--- src/rtl/mux_seq_driver.sv ---
// Drives a downstream 2:1 mux through a select-0 / select-1 dwell sequence,
// samples its output in each phase and flags any mismatch. One pending
// request can be queued while a run is in progress.
module mux_seq_driver #(
    parameter int unsigned DWELL = 5
) (
    input  logic clock,
    input  logic reset,
    input  logic load,
    input  logic d0,
    input  logic d1,
    output logic ready,
    output logic s,
    output logic i0,
    output logic i1,
    input  logic mux_out,
    output logic busy,
    output logic done,
    output logic y0,
    output logic y1,
    output logic err
);

    localparam int unsigned CNT_W = 4;
    localparam logic [CNT_W-1:0] LAST = CNT_W'(DWELL - 1);

    typedef enum logic [1:0] {
        ST_IDLE   = 2'd0,
        ST_PHASE0 = 2'd1,
        ST_PHASE1 = 2'd2,
        ST_DONE   = 2'd3
    } state_t;

    state_t           r_state, w_state_nxt;
    logic [CNT_W-1:0] r_cnt,   w_cnt_nxt;
    logic             r_pd0,   w_pd0_nxt;
    logic             r_pd1,   w_pd1_nxt;
    logic             r_pend,  w_pend_nxt;
    logic             r_s,     w_s_nxt;
    logic             r_i0,    w_i0_nxt;
    logic             r_i1,    w_i1_nxt;
    logic             r_y0,    w_y0_nxt;
    logic             r_y1,    w_y1_nxt;
    logic             r_err,   w_err_nxt;

    logic w_ready;
    logic w_accept;
    logic w_mis0;
    logic w_mis1;

    // Handshake decoded from registers only
    assign w_ready  = (r_state == ST_IDLE) || !r_pend;
    assign w_accept = load && w_ready;
    // Four-state compare so an undriven or unknown mux output is a mismatch
    assign w_mis0   = (mux_out !== r_i0);
    assign w_mis1   = (mux_out !== r_i1);

    // Next-state and next-register logic
    always_comb begin
        w_state_nxt = r_state;
        w_cnt_nxt   = r_cnt;
        w_pd0_nxt   = r_pd0;
        w_pd1_nxt   = r_pd1;
        w_pend_nxt  = r_pend;
        w_s_nxt     = r_s;
        w_i0_nxt    = r_i0;
        w_i1_nxt    = r_i1;
        w_y0_nxt    = r_y0;
        w_y1_nxt    = r_y1;
        w_err_nxt   = r_err;

        unique case (r_state)
            ST_IDLE: begin
                w_s_nxt = 1'b0;
                if (w_accept) begin
                    w_i0_nxt    = d0;
                    w_i1_nxt    = d1;
                    w_err_nxt   = 1'b0;
                    w_cnt_nxt   = '0;
                    w_state_nxt = ST_PHASE0;
                end
            end
            ST_PHASE0, ST_PHASE1: begin
                if (w_accept) begin
                    w_pd0_nxt  = d0;
                    w_pd1_nxt  = d1;
                    w_pend_nxt = 1'b1;
                end
                if (r_cnt == LAST) begin
                    w_cnt_nxt = '0;
                    if (r_state == ST_PHASE0) begin
                        w_y0_nxt    = mux_out;
                        w_err_nxt   = r_err | w_mis0;
                        w_s_nxt     = 1'b1;
                        w_state_nxt = ST_PHASE1;
                    end else begin
                        w_y1_nxt    = mux_out;
                        w_err_nxt   = r_err | w_mis1;
                        w_state_nxt = ST_DONE;
                    end
                end else begin
                    w_cnt_nxt = r_cnt + CNT_W'(1);
                end
            end
            ST_DONE: begin
                w_cnt_nxt = '0;
                if (r_pend) begin
                    // Back-to-back run from the pending buffer
                    w_i0_nxt    = r_pd0;
                    w_i1_nxt    = r_pd1;
                    w_pend_nxt  = 1'b0;
                    w_err_nxt   = 1'b0;
                    w_s_nxt     = 1'b0;
                    w_state_nxt = ST_PHASE0;
                end else if (w_accept) begin
                    w_i0_nxt    = d0;
                    w_i1_nxt    = d1;
                    w_err_nxt   = 1'b0;
                    w_s_nxt     = 1'b0;
                    w_state_nxt = ST_PHASE0;
                end else begin
                    w_s_nxt     = 1'b0;
                    w_state_nxt = ST_IDLE;
                end
            end
            default: begin
                w_state_nxt = ST_IDLE;
            end
        endcase
    end

    // State and datapath registers
    always_ff @(posedge clock or posedge reset) begin
        if (reset) begin
            r_state <= ST_IDLE;
            r_cnt   <= '0;
            r_pd0   <= 1'b0;
            r_pd1   <= 1'b0;
            r_pend  <= 1'b0;
            r_s     <= 1'b0;
            r_i0    <= 1'b0;
            r_i1    <= 1'b0;
            r_y0    <= 1'b0;
            r_y1    <= 1'b0;
            r_err   <= 1'b0;
        end else begin
            r_state <= w_state_nxt;
            r_cnt   <= w_cnt_nxt;
            r_pd0   <= w_pd0_nxt;
            r_pd1   <= w_pd1_nxt;
            r_pend  <= w_pend_nxt;
            r_s     <= w_s_nxt;
            r_i0    <= w_i0_nxt;
            r_i1    <= w_i1_nxt;
            r_y0    <= w_y0_nxt;
            r_y1    <= w_y1_nxt;
            r_err   <= w_err_nxt;
        end
    end

    assign ready = w_ready;
    assign s     = r_s;
    assign i0    = r_i0;
    assign i1    = r_i1;
    assign busy  = (r_state != ST_IDLE);
    assign done  = (r_state == ST_DONE);
    assign y0    = r_y0;
    assign y1    = r_y1;
    assign err   = r_err;

endmodule

--- config.mk ---
export PLATFORM = sky130hd
export DESIGN_NAME = mux_seq_driver
export DESIGN_NICKNAME = d
export VERILOG_FILES = /design/src/rtl/mux_seq_driver.sv
export SDC_FILE = /design/constraint.sdc
export NUM_CORES = 1
export LEC_CHECK = 0
export ABC_AREA = 1
export BUFFER_PORTS_ARGS = -buffer_cell sky130_fd_sc_hd__buf_2
export CAP_MARGIN = 30
export CORE_MARGIN = 2
export CORE_UTILIZATION = 50
export CTS_CLUSTER_DIAMETER = 150
export DETAILED_ROUTE_END_ITERATION = 7
export HOLD_SLACK_MARGIN = 0.03
export PLACE_DENSITY_LB_ADDON = 0.1
export SYNTH_ARGS = -nofsm -noshare
export SYNTH_HDL_FRONTEND = slang
export SYNTH_SLANG_ARGS = --single-unit
--- constraint.sdc ---
create_clock -name clock -period 2.4 [get_ports clock]
set_clock_uncertainty 0.05 [all_clocks]
set_input_delay 0.12 -clock clock [delete_from_list [all_inputs] [get_ports clock]]
set_output_delay 0.12 -clock clock [all_outputs]
set_load 0.02 [all_outputs]
==> flow_summary.ini, run 1 <==
[status]
status = complete, no violations

[layout]
fillers = 155
nets = 142
area_growth_pct = 14.1
drive_gt1_share_pct = 19.4
antennaDiodeCount = 0
regArea_um2 = 375
multi_input_area_um2 = 430
final_util_pct = 59.3

[logic_synthesis]
synth_top_area_share_pct = 43.3
synthArstFlopShare_pct = 100
synth_top_cell_by_area = dfrtp_1
synth_seq_cells = 15
synth_nets = 123
synth.most_common_cell = nand2_1
synthCells = 111
synth.area.top_cells = dfrtp_1, nand2_1, ha_1, nand3_1, inv_1
synth_area_per_cell_um2 = 7.81
syn_area_um2 = 867
yosysWarnings = 0
ys_seq_area_share_pct = 43.3
synth_cell_types = 20
synth_ff_type = dfrtp_1
synth.cells.most_frequent = nand2_1, dfrtp_1, inv_1
synth_edf_count = 0

[setup_path]
cp-startpoint = r_state[0]
rrSetupSlack_ns = 0.82
crit_path_end = r_cnt[3]
crit-reg2reg-launch = r_state[0]
r2r-end = r_cnt[3]
crit_path_end_kind = flop
critPathKind = reg2reg
required_ns = 2.56
path_max_fanout = 11
cp_slowest_cell = ha_1
cp-start-kind = flop
cp.arrival_ns = 1.74
rr_worst_depth = 6
max_stage_delay_ns = 0.50
critPathMostFrequentCell = nand2_1
cp_cell_sequence = inv_1 -> ha_1 -> nand2_1 -> nand2_2 -> nand2_1 -> nor2_1

[timing]
fin_tns_setup_ns = 0
finalHoldViolations = 0
rsz0062_at_grt = no
worst_pin_slew_ns = 0.597
hold_ws_ns = 0.0630
setup_viol = 0
layout_min_cycle_time_ns = 1.58
period_share_pct = 65.8
fin_ws_ns = 0.820
slew_violations = 0
fmax_mhz = 633
slew_headroom_pct = 60.1

[global_routing]
grt_overflow = 0
grt_max_degree = 16
grt_pass1_wl_um = 2770
antenna_found_initial = 0
track_usage_pct = 18.0
grt_pass1_vias = 670

[floorplan]
die_area_um2 = 2080
rows = 15
start_util_pct = 51.9
io_pins = 15
die_height_um = 45.6
core_um2 = 1670
fp.dieW_um = 45.6

[route]
wl_um = 1650
drt-initial-drc-count = 24
vias = 763
wl_per_cell_um = 11.3
drt_pass1_iterations = 4
via_per_inst = 5.23
drc = 0
antenna_left = 0

[placement]
place_hpwl_um = 1250
pre_cts_ws_ns = 0.847
io_buffers = 14
place.gp.congestion = 0.818

[clocking]
cts_buffers = 3
cts.sinks = 15
cts_setup_buffers = 0
cts_tree = yes
clkLatencyLatePin_ns = 0.27
clockBufferDepth = 2
htreeDepth = 1
root_buffer = clkbuf_4
path_clk_slew_ns = 0.09

[power_and_ir_drop]
clock_power_share_pct = 10.3
intPower_mw = 0.704
power_frac_comb_pct = 57.7
seq_power_share_pct = 32.0
switchingPower_mw = 0.691
switching_share_pct = 49.5
powerDensity_nw_per_um2 = 1410
vdd_ir_drop_max_uv = 723
p_leak_nw = 0.541

[worst_hold_path]
hold_path_class = in2reg

[flow_run]
max-cap-violations = 0
critical path: cells and delay by family, from the launching register on:
kind / cells / cell delay [ns]
adders and majority gates: 1 / 0.50
buffers and inverters: 1 / 0.09
DFF: 1 / 0.42
and+or+nand+nor: 4 / 0.46
stage by stage:
| stage | power (mW) | instances | area (um^2) |
|---|---|---|---|
| floorplan | 1.06 | 111 | 867 |
| global placement | 1.24 | 141 | 953 |
| detailed placement | 1.26 | 141 | 953 |
| CTS | 1.40 | 146 | 990 |
| global route | 1.54 | 146 | 990 |
| finish | 1.40 | 146 | 990 |
state kept, by name, indices dropped and copies added, names as in the netlist:
| name | flops |
|---|---|
| r_pd0 | 1 |
| y1 | 1 |
| r_pend | 1 |
| r_cnt | 4 |
| i0 | 1 |
| y0 | 1 |
| err | 1 |
| s | 1 |
| r_state | 2 |
| r_pd1 | 1 |
| i1 | 1 |
power by group through the flow:
stage | Combinational, mW | Clock, mW | Sequential, mW
3_3_place_gp | 0.792 | 0 | 0.444
3_5_place_dp | 0.806 | 0 | 0.451
4_1_cts | 0.811 | 0.148 | 0.446
6_report | 0.806 | 0.143 | 0.447
2_1_floorplan | 0.569 | 0 | 0.492
5_1_grt | 0.923 | 0.153 | 0.462
cells in the final DEF, fill, tap and decap left out, drive strengths merged:
cell type	synthesis	layout
dfrtp	15	15
o211ai	1	1
nand2	35	35
nand4	4	4
nor2	6	6
a22oi	1	1
dlygate4sd3	0	1
a21oi	2	2
nor3	1	1
clkbuf	0	4
o21ai	10	10
ha	6	6
or2	2	2
nand3	12	12
inv	15	15
buf	1	14
cell families after synthesis:
family,Yosys count,synth area share [%]
simple gates,60,31.9
buf+inv,16,7.07
flops,15,43.3
compound gates,14,9.09
fa+ha+maj,6,8.66
routing by layer:
| metal | vias to the layer above | wire [um] | track usage [%] |
|---|---|---|---|
| met3 | 2 | 101 | 3.17 |
| met5 | - | 0 | 0 |
| li1 | 395 | - | - |
| met2 | 27 | 774 | 30.1 |
| met1 | 339 | 771 | 24.0 |
| met4 | 0 | 6 | 4.12 |
layout make-up:
cell class | count | share of cell area, %
inverters | 15 | 5.69
repair buffers | 15 | 8.09
flip-flops and latches | 15 | 37.9
multi-input cells | 80 | 43.5
clock buffers | 4 | 2.65
well taps | 17 | 2.15
how the worst min path moves through the flow:
stage | start | endpoint | slack [ns] | cells past startpoint
2_1_floorplan | reset | err | -0.03 | 1
3_3_place_gp | reset | r_cnt[2] | 0.15 | 2
3_5_place_dp | reset | s | 0.16 | 2
4_1_cts | d0 | r_pd0 | 0.06 | 3
5_1_grt | d0 | r_pd0 | 0.1 | 3
6_report | d0 | r_pd0 | 0.06 | 3
what timing repair did:
item	in CTS	in global routing
hold buffers	1	0
endpoints found under the hold margin	15	0
resized for setup	0	0
endpoints found under the setup margin	0	0
Note: power is estimated with default switching activity, not from simulation.
==> run 2: changes to the inputs <==
--- a/config.mk
+++ b/config.mk
@@ -9,7 +9,7 @@
 export BUFFER_PORTS_ARGS = -buffer_cell sky130_fd_sc_hd__buf_2
 export CAP_MARGIN = 30
 export CORE_MARGIN = 2
-export CORE_UTILIZATION = 50
+export CORE_UTILIZATION = 48
 export CTS_CLUSTER_DIAMETER = 150
 export DETAILED_ROUTE_END_ITERATION = 7
 export HOLD_SLACK_MARGIN = 0.03
==> constraint.sdc (replaced) <==
create_clock -name clock -period 1.4 [get_ports clock]
set_clock_uncertainty 0.05 [all_clocks]
set_input_delay 0.07 -clock clock [delete_from_list [all_inputs] [get_ports clock]]
set_output_delay 0.07 -clock clock [all_outputs]
set_load 0.02 [all_outputs]
==> flow_summary.ini, run 2 (synthesized netlist as in run 1, its figures left out) <==
[timing]
rsz0062_at_grt = no
layout_min_cycle_time_ns = 1.32
setup_viol = 0
finalHoldViolations = 0
worst_pin_slew_ns = 0.566
fin_tns_setup_ns = 0
slew_headroom_pct = 62.2
period_share_pct = 94.2
fmax_mhz = 758
slew_violations = 0

[global_routing]
grt_overflow = 0
grt_pass1_wl_um = 2890
antenna_found_initial = 0
grt_max_degree = 16
grt_pass1_vias = 676
track_usage_pct = 19.1

[route]
wl_per_cell_um = 10.6
vias = 787
drc = 0
via_per_inst = 4.92
antenna_left = 0
drt_pass1_iterations = 4
drt-initial-drc-count = 18
wl_um = 1700

[layout]
regMostFlops = r_cnt
drive_gt1_share_pct = 28.9
area_growth_pct = 26.3
largest_reg_flops = 4
antennaDiodeCount = 0
design_area_um2 = 1090
final_common_cell = nand2_1
final_cell_count_no_fill = 160
top_regs = r_cnt (4), r_state (2)
nets = 148
final_cell_mix = nand2_1, dfrtp_1, buf_2, nand3_1, inv_1

[placement]
io_buffers = 14
place_area_um2 = 986
place_hpwl_um = 1290
dp_cells = 152
place.gp.congestion = 0.829

[clocking]
clockBufferDepth = 2
cts.sinks = 15
cts_setup_buffers = 0
clkLatencyLatePin_ns = 0.29
root_buffer = clkbuf_4
cts_buffers = 3
path_clk_slew_ns = 0.09
htreeDepth = 1
cts_tree = yes

[floorplan]
start_util_pct = 50.8
die_area_um2 = 2160
die_height_um = 46.5
io_pins = 15
fp.dieW_um = 46.5
core_um2 = 1710
rows = 15

[power_and_ir_drop]
power.total_mw = 2.65
powerDensity_nw_per_um2 = 2420
p_leak_nw = 0.564
vdd_ir_drop_max_uv = 1650

[setup_path]
rrSetupSlack_ns = 0.09
critPathKind = reg2out
crit_path_end_kind = primary output
path_max_fanout = 5
cp-start-kind = flop
cp.arrival_ns = 1.20
required_ns = 1.28

[flow_run]
max-cap-violations = 0

[worst_hold_path]
hold_path_class = in2reg

[status]
status = complete, no violations
## run 2: cell count changes in the layout (fill, tap and decap cells not counted), sizes merged
cell         before  now
dlygate4sd3       1    4
buf              14   17
## run 2: path summary, 6_finish.rpt
kind / startpoint / to / cells past startpoint
worst min register to register: y1 / y1 / 2
worst max-delay path: r_state[0] / done / 3
min in group asynchronous: reset / r_cnt[3] / 3
worst min-delay path: load / r_state[1] / 4
worst max register to register: r_state[0] / i0 / 6
max in group asynchronous: reset / r_pd1 / 3
## run 2: metal layers
layer,global-route usage (%),wire (um),vias up
li1,-,-,411
met1,27.8,829,342
met2,28.1,754,29
met3,2.35,78,5
met4,8.57,36,0
met5,0,0,-
## run 2: area by class of cell
| cell class | count | area, um^2 |
|---|---|---|
| multi-input combinational | 80 | 468 |
| fill | 143 | 613 |
| tap | 25 | 31.3 |
| sequential | 15 | 375 |
| timing repair buffer | 21 | 135 |
| clock buffer | 4 | 26.3 |
| inverter | 15 | 58.8 |
## run 2: power breakdown
group	switching, mW	total, mW	leakage (nW)	internal, mW
registers	0.137	0.760	0.186	0.623
logic	0.975	1.64	0.363	0.661
clock network	0.141	0.252	0.0150	0.111
## run 2: stage by stage
step           hold WS (ns)  setup slack [ns]  utilization, %
4_1_cts              0.0899           0.00917            62.3
5_1_grt               0.146            0.0158            64.1
2_1_floorplan       -0.0785            0.0279               -
6_report             0.0971            0.0807            64.1
3_5_place_dp          0.104           -0.0168            57.7
3_3_place_gp          0.105            0.0102            57.7
## run 2: critical path, cell delays in order (launching register included)
cell and delay, ns:
dfrtp_1 0.39, buf_4 0.15, ha_2 0.21, buf_2 0.16
## run 2: timing repair
| item | 4_1_cts | 5_1_grt |
|---|---|---|
| endpoints found under the hold margin | 20 | 0 |
| hold buffers | 4 | 0 |
| pin swaps | 0 | 2 |
| gates resized for setup | 2 | 13 |
| setup endpoints to repair | 12 | 13 |
==> run 3: changes to the inputs <==
--- a/config.mk
+++ b/config.mk
@@ -14,6 +14,8 @@
 export DETAILED_ROUTE_END_ITERATION = 7
 export HOLD_SLACK_MARGIN = 0.03
 export PLACE_DENSITY_LB_ADDON = 0.1
+export SETUP_SLACK_MARGIN = 0.5
 export SYNTH_ARGS = -nofsm -noshare
 export SYNTH_HDL_FRONTEND = slang
 export SYNTH_SLANG_ARGS = --single-unit
+export TNS_END_PERCENT = 10
==> flow_summary.ini, run 3 (synthesized netlist as in run 1, its figures left out) <==
[clocking]
cts.sinks = 15
cts_tree = yes
htreeDepth = 1
root_buffer = clkbuf_4
path_clk_slew_ns = 0.09
clockBufferDepth = 2
clkLatencyLatePin_ns = 0.29
cts_buffers = 3

[layout]
final_cell_count_no_fill = 163
drive_gt1_share_pct = 34.8
area_growth_pct = 36.7
largest_reg_flops = 4
top_regs = r_cnt (4), r_state (2)
antennaDiodeCount = 0
regMostFlops = r_cnt
final_cell_mix = nand2_1, dfrtp_1, nand3_1, inv_1, buf_2
nets = 151
final_common_cell = nand2_1
design_area_um2 = 1180

[floorplan]
start_util_pct = 50.8
core_um2 = 1710
fp.dieW_um = 46.5
rows = 15
die_height_um = 46.5
die_area_um2 = 2160
io_pins = 15

[setup_path]
crit_path_end_kind = primary output
path_max_fanout = 5
required_ns = 1.28
cp-start-kind = flop
cp.arrival_ns = 1.25
critPathKind = reg2out

[status]
status = complete, no violations

[route]
via_per_inst = 4.87
antenna_left = 0
vias = 794
drt_pass1_iterations = 4
drt-initial-drc-count = 22
drc = 0
wl_um = 1900
wl_per_cell_um = 11.7

[global_routing]
grt_overflow = 0
track_usage_pct = 21.0
grt_max_degree = 16
antenna_found_initial = 0
grt_pass1_wl_um = 3130
grt_pass1_vias = 743

[timing]
fmax_mhz = 732
worst_pin_slew_ns = 0.333
rsz0062_at_grt = yes
slew_headroom_pct = 77.8
setup_viol = 0
period_share_pct = 97.6
layout_min_cycle_time_ns = 1.37
slew_violations = 0
finalHoldViolations = 0
fin_ws_ns = 0.0332

[placement]
place_hpwl_um = 1370
place_area_um2 = 993
place.gp.congestion = 0.756
io_buffers = 14
dp_cells = 149
pre_cts_ws_ns = 0.0823

[power_and_ir_drop]
p_leak_nw = 0.594
powerDensity_nw_per_um2 = 2450
vdd_ir_drop_max_uv = 1670
power.total_mw = 2.91

[flow_run]
max-cap-violations = 0

[worst_hold_path]
hold_path_class = in2reg
## run 3: per-stage QoR
stage | TNS (ns) | utilization (%) | hold slack [ns]
global route | -0.0994 | 69.4 | 0.111
detailed placement | 0 | 58.2 | 0.108
finish | 0 | 69.4 | 0.101
global placement | 0 | 58.2 | 0.101
CTS | 0 | 63.4 | 0.0889
floorplan | 0 | - | -0.0785
## run 3: layout make-up
type	count	area (um^2)
Tap cell	25	31.3
Sequential cell	15	375
Timing Repair Buffer	24	189
Fill cell	137	523
Multi-Input combinational cell	80	500
Clock buffer	4	26.3
Inverter	15	62.6
## run 3: timing repair
item / 4_1_cts / 5_1_grt
endpoints found under the hold margin: 20 / 0
pin swaps: 0 / 6
hold buffers: 4 / 0
setup endpoints to repair: 24 / 39
buffers inserted: 2 / 4
cloned: 0 / 0
resized for setup: 3 / 21
## run 3: worst max-delay path: stages, from the launching register on
cell and delay [ns]:
dfrtp_1 0.43, inv_2 0.07, ha_4 0.18, inv_4 0.08, nand2_4 0.07, buf_6 0.14
## run 3: metal layers
| metal | GRT usage [%] | routed length (um) | vias to the layer above |
|---|---|---|---|
| met2 | 36.9 | 979 | 14 |
| met3 | 3.53 | 40 | 4 |
| met4 | 10.3 | 34 | 0 |
| li1 | - | - | 416 |
| met5 | 0 | 0 | - |
| met1 | 24.0 | 846 | 360 |
## run 3: where the power goes
part | total, mW | switching (mW) | internal, mW
combinational | 1.85 | 1.04 | 0.815
clock | 0.255 | 0.144 | 0.111
sequential | 0.803 | 0.180 | 0.623
total | 2.91 | 1.36 | 1.55
## run 3: worst paths after layout
| path | start | end | slack, ns | cells after the start |
|---|---|---|---|---|
| min in group asynchronous | reset | r_pend | 0.24 | 3 |
| max in group asynchronous | reset | r_cnt[0] | 0.84 | 3 |
| max reg2reg | r_state[0] | err | 0.07 | 8 |
| max | r_state[0] | ready | 0.03 | 5 |
| min reg2reg | err | err | 0.45 | 2 |
| min | load | r_pd1 | 0.10 | 3 |
